## src/rtl/mm_result_wb_buffer.sv

```systemverilog
// Result write-back buffer: deskews the per-column MXU result stream into whole
// rows and writes each completed row to RAM as one line over a valid/ready handshake.
module mm_result_wb_buffer #(
    parameter int unsigned LANES  = 16,
    parameter int unsigned ADDR_W = 8
) (
    input  logic                 clk,
    input  logic                 rst_n,
    input  logic                 lsu_mm_wb_ctrl_start,
    input  logic [3:0]           lsu_mm_wb_ctrl_row_len,
    input  logic [3:0]           lsu_mm_wb_ctrl_col_len,
    input  logic [11:0]          lsu_mm_wb_ctrl_start_addr,
    input  logic [LANES-1:0]     mxu_lsu_wb_vld,
    input  logic [8*LANES-1:0]   mxu_lsu_wb_data,
    output logic                 lsu_mm_wb_ram_write_vld,
    input  logic                 lsu_mm_wb_ram_write_rdy,
    output logic [ADDR_W-1:0]    lsu_mm_wb_ram_write_addr,
    output logic [8*LANES-1:0]   lsu_mm_wb_ram_write_data,
    output logic [LANES-1:0]     lsu_mm_wb_ram_write_mask,
    output logic                 lsu_mm_wb_busy,
    output logic                 lsu_mm_wb_done,
    output logic                 lsu_mm_wb_ovf
);

    typedef enum logic {S_IDLE, S_ACTIVE} state_t;

    state_t              state_q, state_d;
    logic [3:0]          row_len_q, row_len_d;
    logic [3:0]          col_len_q, col_len_d;
    logic [ADDR_W-1:0]   base_q, base_d;
    logic [4:0]          lane_ptr_q [LANES];
    logic [4:0]          lane_ptr_d [LANES];
    logic [4:0]          wr_ptr_q, wr_ptr_d;
    logic                ovf_q, ovf_d;
    logic                write_vld_q, write_vld_d;
    logic [LANES-1:0]    cap;
    logic                hs, last_hs;
    logic [7:0]          ent_q [LANES][LANES];
    logic                unused_addr_bits;

    // Only line-aligned addresses are supported; the byte offset is discarded.
    assign unused_addr_bits = ^lsu_mm_wb_ctrl_start_addr[3:0];

    assign hs      = write_vld_q & lsu_mm_wb_ram_write_rdy;
    assign last_hs = hs & (wr_ptr_q == {1'b0, row_len_q});

    always_comb begin
        state_d    = state_q;
        row_len_d  = row_len_q;
        col_len_d  = col_len_q;
        base_d     = base_q;
        lane_ptr_d = lane_ptr_q;
        wr_ptr_d   = wr_ptr_q;
        ovf_d      = ovf_q;
        cap        = '0;
        if (lsu_mm_wb_ctrl_start) begin
            // A start always wins, including over an in-flight operation (abort).
            row_len_d = lsu_mm_wb_ctrl_row_len;
            col_len_d = lsu_mm_wb_ctrl_col_len;
            base_d    = lsu_mm_wb_ctrl_start_addr[ADDR_W+3:4];
            for (int unsigned c = 0; c < LANES; c++) lane_ptr_d[c] = '0;
            wr_ptr_d  = '0;
            ovf_d     = 1'b0;
            state_d   = S_ACTIVE;
        end else if (state_q == S_ACTIVE) begin
            for (int unsigned c = 0; c < LANES; c++) begin
                if (mxu_lsu_wb_vld[c] && (4'(c) <= col_len_q)) begin
                    if (lane_ptr_q[c] <= {1'b0, row_len_q}) begin
                        cap[c]        = 1'b1;
                        lane_ptr_d[c] = lane_ptr_q[c] + 5'd1;
                    end else begin
                        ovf_d = 1'b1;
                    end
                end
            end
            if (hs)      wr_ptr_d = wr_ptr_q + 5'd1;
            if (last_hs) state_d  = S_IDLE;
        end
        // The last column of a row is the last byte to arrive, so its lane pointer
        // counts completed rows.
        write_vld_d = (state_d == S_ACTIVE) && (wr_ptr_d < lane_ptr_d[col_len_d]);
    end

    always_ff @(posedge clk or negedge rst_n) begin
        if (!rst_n) begin
            state_q     <= S_IDLE;
            row_len_q   <= '0;
            col_len_q   <= '0;
            base_q      <= '0;
            for (int unsigned c = 0; c < LANES; c++) lane_ptr_q[c] <= '0;
            wr_ptr_q    <= '0;
            ovf_q       <= 1'b0;
            write_vld_q <= 1'b0;
        end else begin
            state_q     <= state_d;
            row_len_q   <= row_len_d;
            col_len_q   <= col_len_d;
            base_q      <= base_d;
            lane_ptr_q  <= lane_ptr_d;
            wr_ptr_q    <= wr_ptr_d;
            ovf_q       <= ovf_d;
            write_vld_q <= write_vld_d;
        end
    end

    // Entry storage needs no reset: every entry is written before it can be read.
    always_ff @(posedge clk) begin
        for (int unsigned c = 0; c < LANES; c++) begin
            if (cap[c]) ent_q[lane_ptr_q[c][3:0]][c] <= mxu_lsu_wb_data[8*c +: 8];
        end
    end

    always_comb begin
        lsu_mm_wb_ram_write_data = '0;
        lsu_mm_wb_ram_write_mask = '0;
        for (int unsigned c = 0; c < LANES; c++) begin
            if (write_vld_q && (4'(c) <= col_len_q)) begin
                lsu_mm_wb_ram_write_data[8*c +: 8] = ent_q[wr_ptr_q[3:0]][c];
                lsu_mm_wb_ram_write_mask[c]        = 1'b1;
            end
        end
    end

    assign lsu_mm_wb_ram_write_vld  = write_vld_q;
    assign lsu_mm_wb_ram_write_addr = write_vld_q ? (base_q + ADDR_W'(wr_ptr_q[3:0])) : '0;
    assign lsu_mm_wb_busy           = (state_q == S_ACTIVE);
    assign lsu_mm_wb_done           = last_hs;
    assign lsu_mm_wb_ovf            = ovf_q;

endmodule

```

## config.mk

```make
export PLATFORM = sky130hd
export DESIGN_NAME = mm_result_wb_buffer
export DESIGN_NICKNAME = d
export VERILOG_FILES = /design/src/rtl/mm_result_wb_buffer.sv
export SDC_FILE = /design/constraint.sdc
export NUM_CORES = 2
export LEC_CHECK = 0
export CORE_MARGIN = 3
export CORE_UTILIZATION = 30
export DETAILED_ROUTE_END_ITERATION = 16
export PLACE_DENSITY = 0.52
export SYNTH_ARGS = -nofsm -noshare
export SYNTH_HDL_FRONTEND = slang
export SYNTH_SLANG_ARGS = --single-unit
```

## constraint.sdc

```tcl
create_clock -name clk -period 4.89 [get_ports clk]
set_input_delay 1.2225 -clock clk [delete_from_list [all_inputs] [get_ports clk]]
set_output_delay 1.2225 -clock clk [all_outputs]
set_load 0.05 [all_outputs]
```

==> Word-level counts from Yosys, hierarchy flattened <==
Memory sizes are Yosys's and may differ from the RTL's.
Cells that the tools add are included.
{ "classes": {"addsub": 18, "n_lt_le_gt_ge": 34, "eq_ne": 1, "n_mux": 187, "n_bitwise": 3, "reduce_logical": 34} }
{ "op_table": {"columns": ["op", "n"], "rows": [
  ["$mux W5", 37],
  ["$mux W80", 2],
  ["$mux W8", 17],
  ["$mux W1", 127],
  ["$add A5 B1 Y5 const B", 17],
  ["$le A5 B4 Y1", 16],
  ["$logic_and A1 B1 Y1", 33],
  ["$le A4 B4 Y1 const A", 8],
  ["$mux W16", 2],
  ["$bmux W5 S4", 1],
  ["$le A3 B4 Y1 const A", 4],
  ["$add A8 B4 Y8", 1],
  ["$le A1 B4 Y1 const A", 2],
  ["$le A2 B4 Y1 const A", 2],
  ["$eq A5 B4 Y1", 1],
  ["$ge A5 B5 Y1 const B", 1],
  ["$lt A5 B5 Y1", 1],
  ["$not A4 Y5", 1],
  ["$mux W4", 1],
  ["$and A1 B1 Y1", 2],
  ["$reduce_bool A2 Y1", 1]
]} }
{ "totals": {"reg_bits": 104, "ramBits": 2048, "output_inout_bits": 156, "elab_cells": 301, "n_memories": 1} }
{ "memory_table": {"columns": ["memory", "words", "word_bits", "rd", "rd_clocked_by_memory_dff", "wr", "line_no", "text"], "rows": [
  ["ent_q", 16, 128, 1, 0, 16, "38", "logic [7:0] ent_q [LANES][LANES];"]
]} }

==> Longest topological paths before layout <==
{ "depth": {"word_depth": 45, "depth_mapped": 17} }

==> Worst setup path before layout <==
Ideal clock, no wire load.
{ "synth_path": {"path_type": "in2reg", "from": "input port lsu_mm_wb_ctrl_start", "to": "register write_vld_q (netlist: lsu_mm_wb_ram_write_vld)", "setup_time_ns": 0.137, "arrival_ns": 3.925, "path_slack_ns": 0.828, "stages": 14, "cell_sequence": "clkbuf_1 -> nor2b_1 -> clkbuf_1 -> nand2_1 -> nor3_1 -> a311oi_1 -> a2111oi_0 -> a311oi_1 -> ha_1 -> nand4_1 -> nor2_1 -> o31ai_1 -> a211oi_1 -> a221oi_1"} }
{ "synth_between": {"elab_chain_len": 7} }
{ "synth_lines": {"columns": ["element", "line_no", "text"], "rows": [
  ["start, declared", "9", "input logic lsu_mm_wb_ctrl_start,"],
  ["$mux W4", "56", "if (lsu_mm_wb_ctrl_start) begin"],
  ["$not A4 Y5 (not written as such)", "81", "write_vld_d = (state_d == S_ACTIVE) && (wr_ptr_d < lane_ptr_d[col_len_d]);"],
  ["$bmux W5 S4", "81", null],
  ["$mux W5 (not written as such) (2 in a row)", "81", null],
  ["$lt A5 B5 Y1", "81", null],
  ["$logic_and A1 B1 Y1 *", "81", null],
  ["via write_vld_d", "35", "logic write_vld_q, write_vld_d;"],
  ["end signal, assigned", "102", "write_vld_q <= write_vld_d;"],
  ["end, declared", "35", null]
]} }
The timed path passes the listed nets; every way through them passes the cells marked *. The select of a mux whose other input is x is not followed.
A chain may end at the register's enable or synchronous reset.

==> Worst setup path in the final report <==
{ "layout_path": {"from": "register wr_ptr_q[0]", "to": "output port lsu_mm_wb_ram_write_data[69]"} }
{ "layout_between": {"elab_chain_len": 2} }
{ "layout_lines": {"columns": ["element", "line_no", "text"], "rows": [
  ["start, declared", "33", "logic [4:0] wr_ptr_q, wr_ptr_d;"],
  ["start signal, assigned", "100", "wr_ptr_q <= wr_ptr_d;"],
  ["$mem_v2 Z16 W128", null, null],
  ["$mux W8", "117", "if (write_vld_q && (4'(c) <= col_len_q)) begin"],
  ["end, declared", "18", "output logic [8*LANES-1:0] lsu_mm_wb_ram_write_data,"]
]} }
No other way between the ends.

==> flow_metrics.env <==
export IMPL_portBuffers=319
export IMPL_ys_types=91
export IMPL_ys_seq_elements=2152
export IMPL_grt_max_degree=62
export IMPL_seq_area_mm2=0.0641
export IMPL_setup_viol=0
export IMPL_drive_above_1_share_pct=27.9
export IMPL_grtUsageTotal_pct=15.4
export IMPL_core_area_mm2=0.292
export IMPL_antenna_found_initial=36
export IMPL_place_hpwl_um=159000
export IMPL_die_w_um=549
export IMPL_syn_avg_cell_area_um2=20.1
export IMPL_critPathTopFamily="multiplexers"
export IMPL_worstPathRequired_ps=3670
export IMPL_cts_tree="built"
export IMPL_tns_ps=0
export IMPL_route_detailed_drc=0
export IMPL_cp_arrival_ps=3620
export IMPL_cts_max_level=4
export IMPL_first_global_vias=46600
export IMPL_maxSlewViolCount=0
export IMPL_skew_ps=56.4
export IMPL_placed_cell_area_mm2=0.0982
export IMPL_final_common_cell="edfxtp_1"
export IMPL_postRouteAntennaNets=0
export IMPL_cts_inserted_buffers=232
export IMPL_viasPerCell=4.95
export IMPL_synth_yosys_seq_area_share_pct=72.4
export IMPL_synthesis_nets=4706
export IMPL_hold_buffers=0
export IMPL_drtIter0Drc=3848
export IMPL_fin_crit_sh_pct=99.0
export IMPL_gp_congestion=0.851
export IMPL_hp_class="primary input to async pin"
export IMPL_syn_instance_count=4400
export IMPL_period_minus_slack_ps=4840
export IMPL_slowest_stage="mux4_2"
export IMPL_worst_ir_drop_vdd_mv=0.339
export IMPL_status="finished clean"
export IMPL_wirelength_um=236000
export IMPL_grt_pass1_wl_um=340000
export IMPL_final_cell_mix="edfxtp_1, mux4_2, buf_4, clkbuf_16, nor2_1"
export IMPL_p_total_mw=46.4
export IMPL_clock_sinks=2152
export IMPL_final_area_mm2=0.106
export IMPL_path_buf_inv=3
export IMPL_leakage_nw=33.7
export IMPL_die_y_um=549
export IMPL_crit_type="register to output pin"
export IMPL_grt_ovfl_total=0
export IMPL_cp_slowest_stage_delay_ps=560
export IMPL_insertion_delay_ps=910
export IMPL_max_freq_mhz=207
export IMPL_vias=44900
export IMPL_fin_nets=5287
export IMPL_num_io_pins=324
export IMPL_worstPathCellList="buf_12 -> bufbuf_16 -> mux4_2 -> mux4_2 -> and2_1 -> buf_12"
export IMPL_place_ws_ps=144
export IMPL_final_cells=9074
export IMPL_wire_per_inst_um=26.0
export IMPL_synthFlopType="edfxtp_1"
export IMPL_cap_viol_max_count=0
export IMPL_rsz0062_at_grt="true"
export IMPL_placed_cells=8638
export IMPL_syn_area_mm2=0.0886
export IMPL_endpoint_kind="output pin"
export IMPL_start_util_pct=30.3
export IMPL_yosys_warnings=0
export IMPL_die_area_mm2=0.302
export IMPL_worst_slack_ps=48.1
export IMPL_clk_pin_slew_worst_paths_ps=60
export IMPL_worst_pin_slew_ps=1180
export IMPL_postSynth_asyncResetShare_pct=4.83
export IMPL_cts_buffer_depth=4
export IMPL_multiInputGateArea_mm2=0.0232
export IMPL_power_density_mw_per_mm2=438
export IMPL_rows=198
export IMPL_start_kind="register"
export IMPL_final_hold_viol_count=0
export IMPL_worstPathMaxFanout=29
export IMPL_first_pass_iters=5
export IMPL_fill_cells=27000
export IMPL_slew_headroom_pct=20.7
export IMPL_area_growth_pct=19.7
export IMPL_root_buffer="clkbuf_16"
export IMPL_synth_edf_count=2048
[cell families (layout without fill, tap and decap cells)]
family | after synthesis | count (layout) | share of synthesized area, %
flip-flops | 2152 | 2152 | 72.4
AND/OR/NAND/NOR | 844 | 844 | 5.00
multiplexers | 673 | 673 | 16.7
buffers and inverters | 320 | 1085 | 1.60
AO/OA/AOI/OAI | 219 | 219 | 1.89
adder cells (fa/ha/maj) | 138 | 138 | 1.96
XOR/XNOR | 54 | 54 | 0.534
other | 0 | 9 | 0
[state kept, by name (all words and copies together), names as in the netlist]
name	cells
ent_q	2048
lane_ptr_q	80
base_q	8
wr_ptr_q	5
col_len_q	4
row_len_q	4
lsu_mm_wb_busy	1
lsu_mm_wb_ovf	1
lsu_mm_wb_ram_write_vld	1
[metal layers]
metal	GRT usage, %	vias to the layer above	wire [um]
li1	-	19300	-
met1	20.8	24100	101000
met2	25.6	1222	117000
met3	2.54	352	11900
met4	4.41	8	6380
met5	0	-	53
[stage by stage]
| stage | util, % | hold WS (ps) |
|---|---|---|
| 6_report | 36.3 | 308 |
| 5_1_grt | 36.3 | 304 |
| 4_1_cts | 36.3 | 262 |
| 3_5_place_dp | 33.6 | 506 |
| 3_3_place_gp | 33.6 | 497 |
| 2_1_floorplan | - | 484 |
[where the power goes]
| group | internal [mW] | switching (mW) |
|---|---|---|
| Sequential | 20.3 | 0.125 |
| Clock | 10.0 | 7.36 |
| Combinational | 3.81 | 4.79 |
[Yosys cell counts, drive strengths merged (6+ instances only)]
library cell  count  share of area, %
o2111ai          10              0.11
xnor2            35              0.35
a31oi            11             0.078
a2111oi           8              0.12
dfrtp           104               2.9
xor2             19              0.19
a211oi           14              0.14
nor2            219              0.93
nand2           111              0.47
and3             60              0.42
clkbuf          140              0.71
edfxtp         2048                69
nor3b            10             0.090
o21ai            24              0.14
nand2b           11             0.078
o211ai           15              0.13
and2            138              0.97
mux4            640                16
nor4             35              0.25
or3               7             0.049
o21a              7             0.059
ha              137               1.9
or2               6             0.042
inv              93              0.39
nor3             59              0.33
a21oi            44              0.27
mux2i            22              0.25
nor4b             7             0.069
buf              86              0.48
nor2b            82              0.58
a21o             11             0.095
o221ai           13              0.13
o31ai             6             0.056
nand3            50              0.29
nand4            23              0.16
mux2             11              0.14
[final timing paths]
kind                         startpoint                      endpoint  slack [ps]  cells after the start
max                         wr_ptr_q[0]  lsu_mm_wb_ram_write_data[69]          50                      6
min                               rst_n                     base_q[6]         310                      1
max reg2reg                row_len_q[1]       lsu_mm_wb_ram_write_vld         610                     16
min reg2reg                   base_q[3]                     base_q[3]         510                      1
max in group asynchronous         rst_n                   wr_ptr_q[1]        3580                      2
min in group clk              base_q[3]                     base_q[3]         510                      1
[what timing repair did]
action,4_1_cts,5_1_grt
gates resized for setup,41,2
setup endpoints to repair,133,56
setup buffers,5,0
gates cloned,3,1
[area by class of cell]
cell class	count	area share (%)
inverter	93	0.329
antenna	9	0.0212
tap	3900	4.60
clock inverter	139	1.41
multi-input combinational	1928	21.9
timing repair buffer	574	5.58
sequential	2152	60.5
clock buffer	279	5.66
[worst reg2reg max path: stages, from the launching register on]
cell and delay (ps):
dfrtp_1 400, inv_1 280, buf_4 280, ha_1 170, nand3_1 80, or3b_4 430, a21boi_2 160, a41oi_1 300
a221o_1 440, a2111oi_0 400, buf_4 200, a311oi_1 50, ha_1 310, nand4_1 130, buf_4 160, a311oi_1 250
a221oi_1 120
Power figures use the tool's default switching activity.
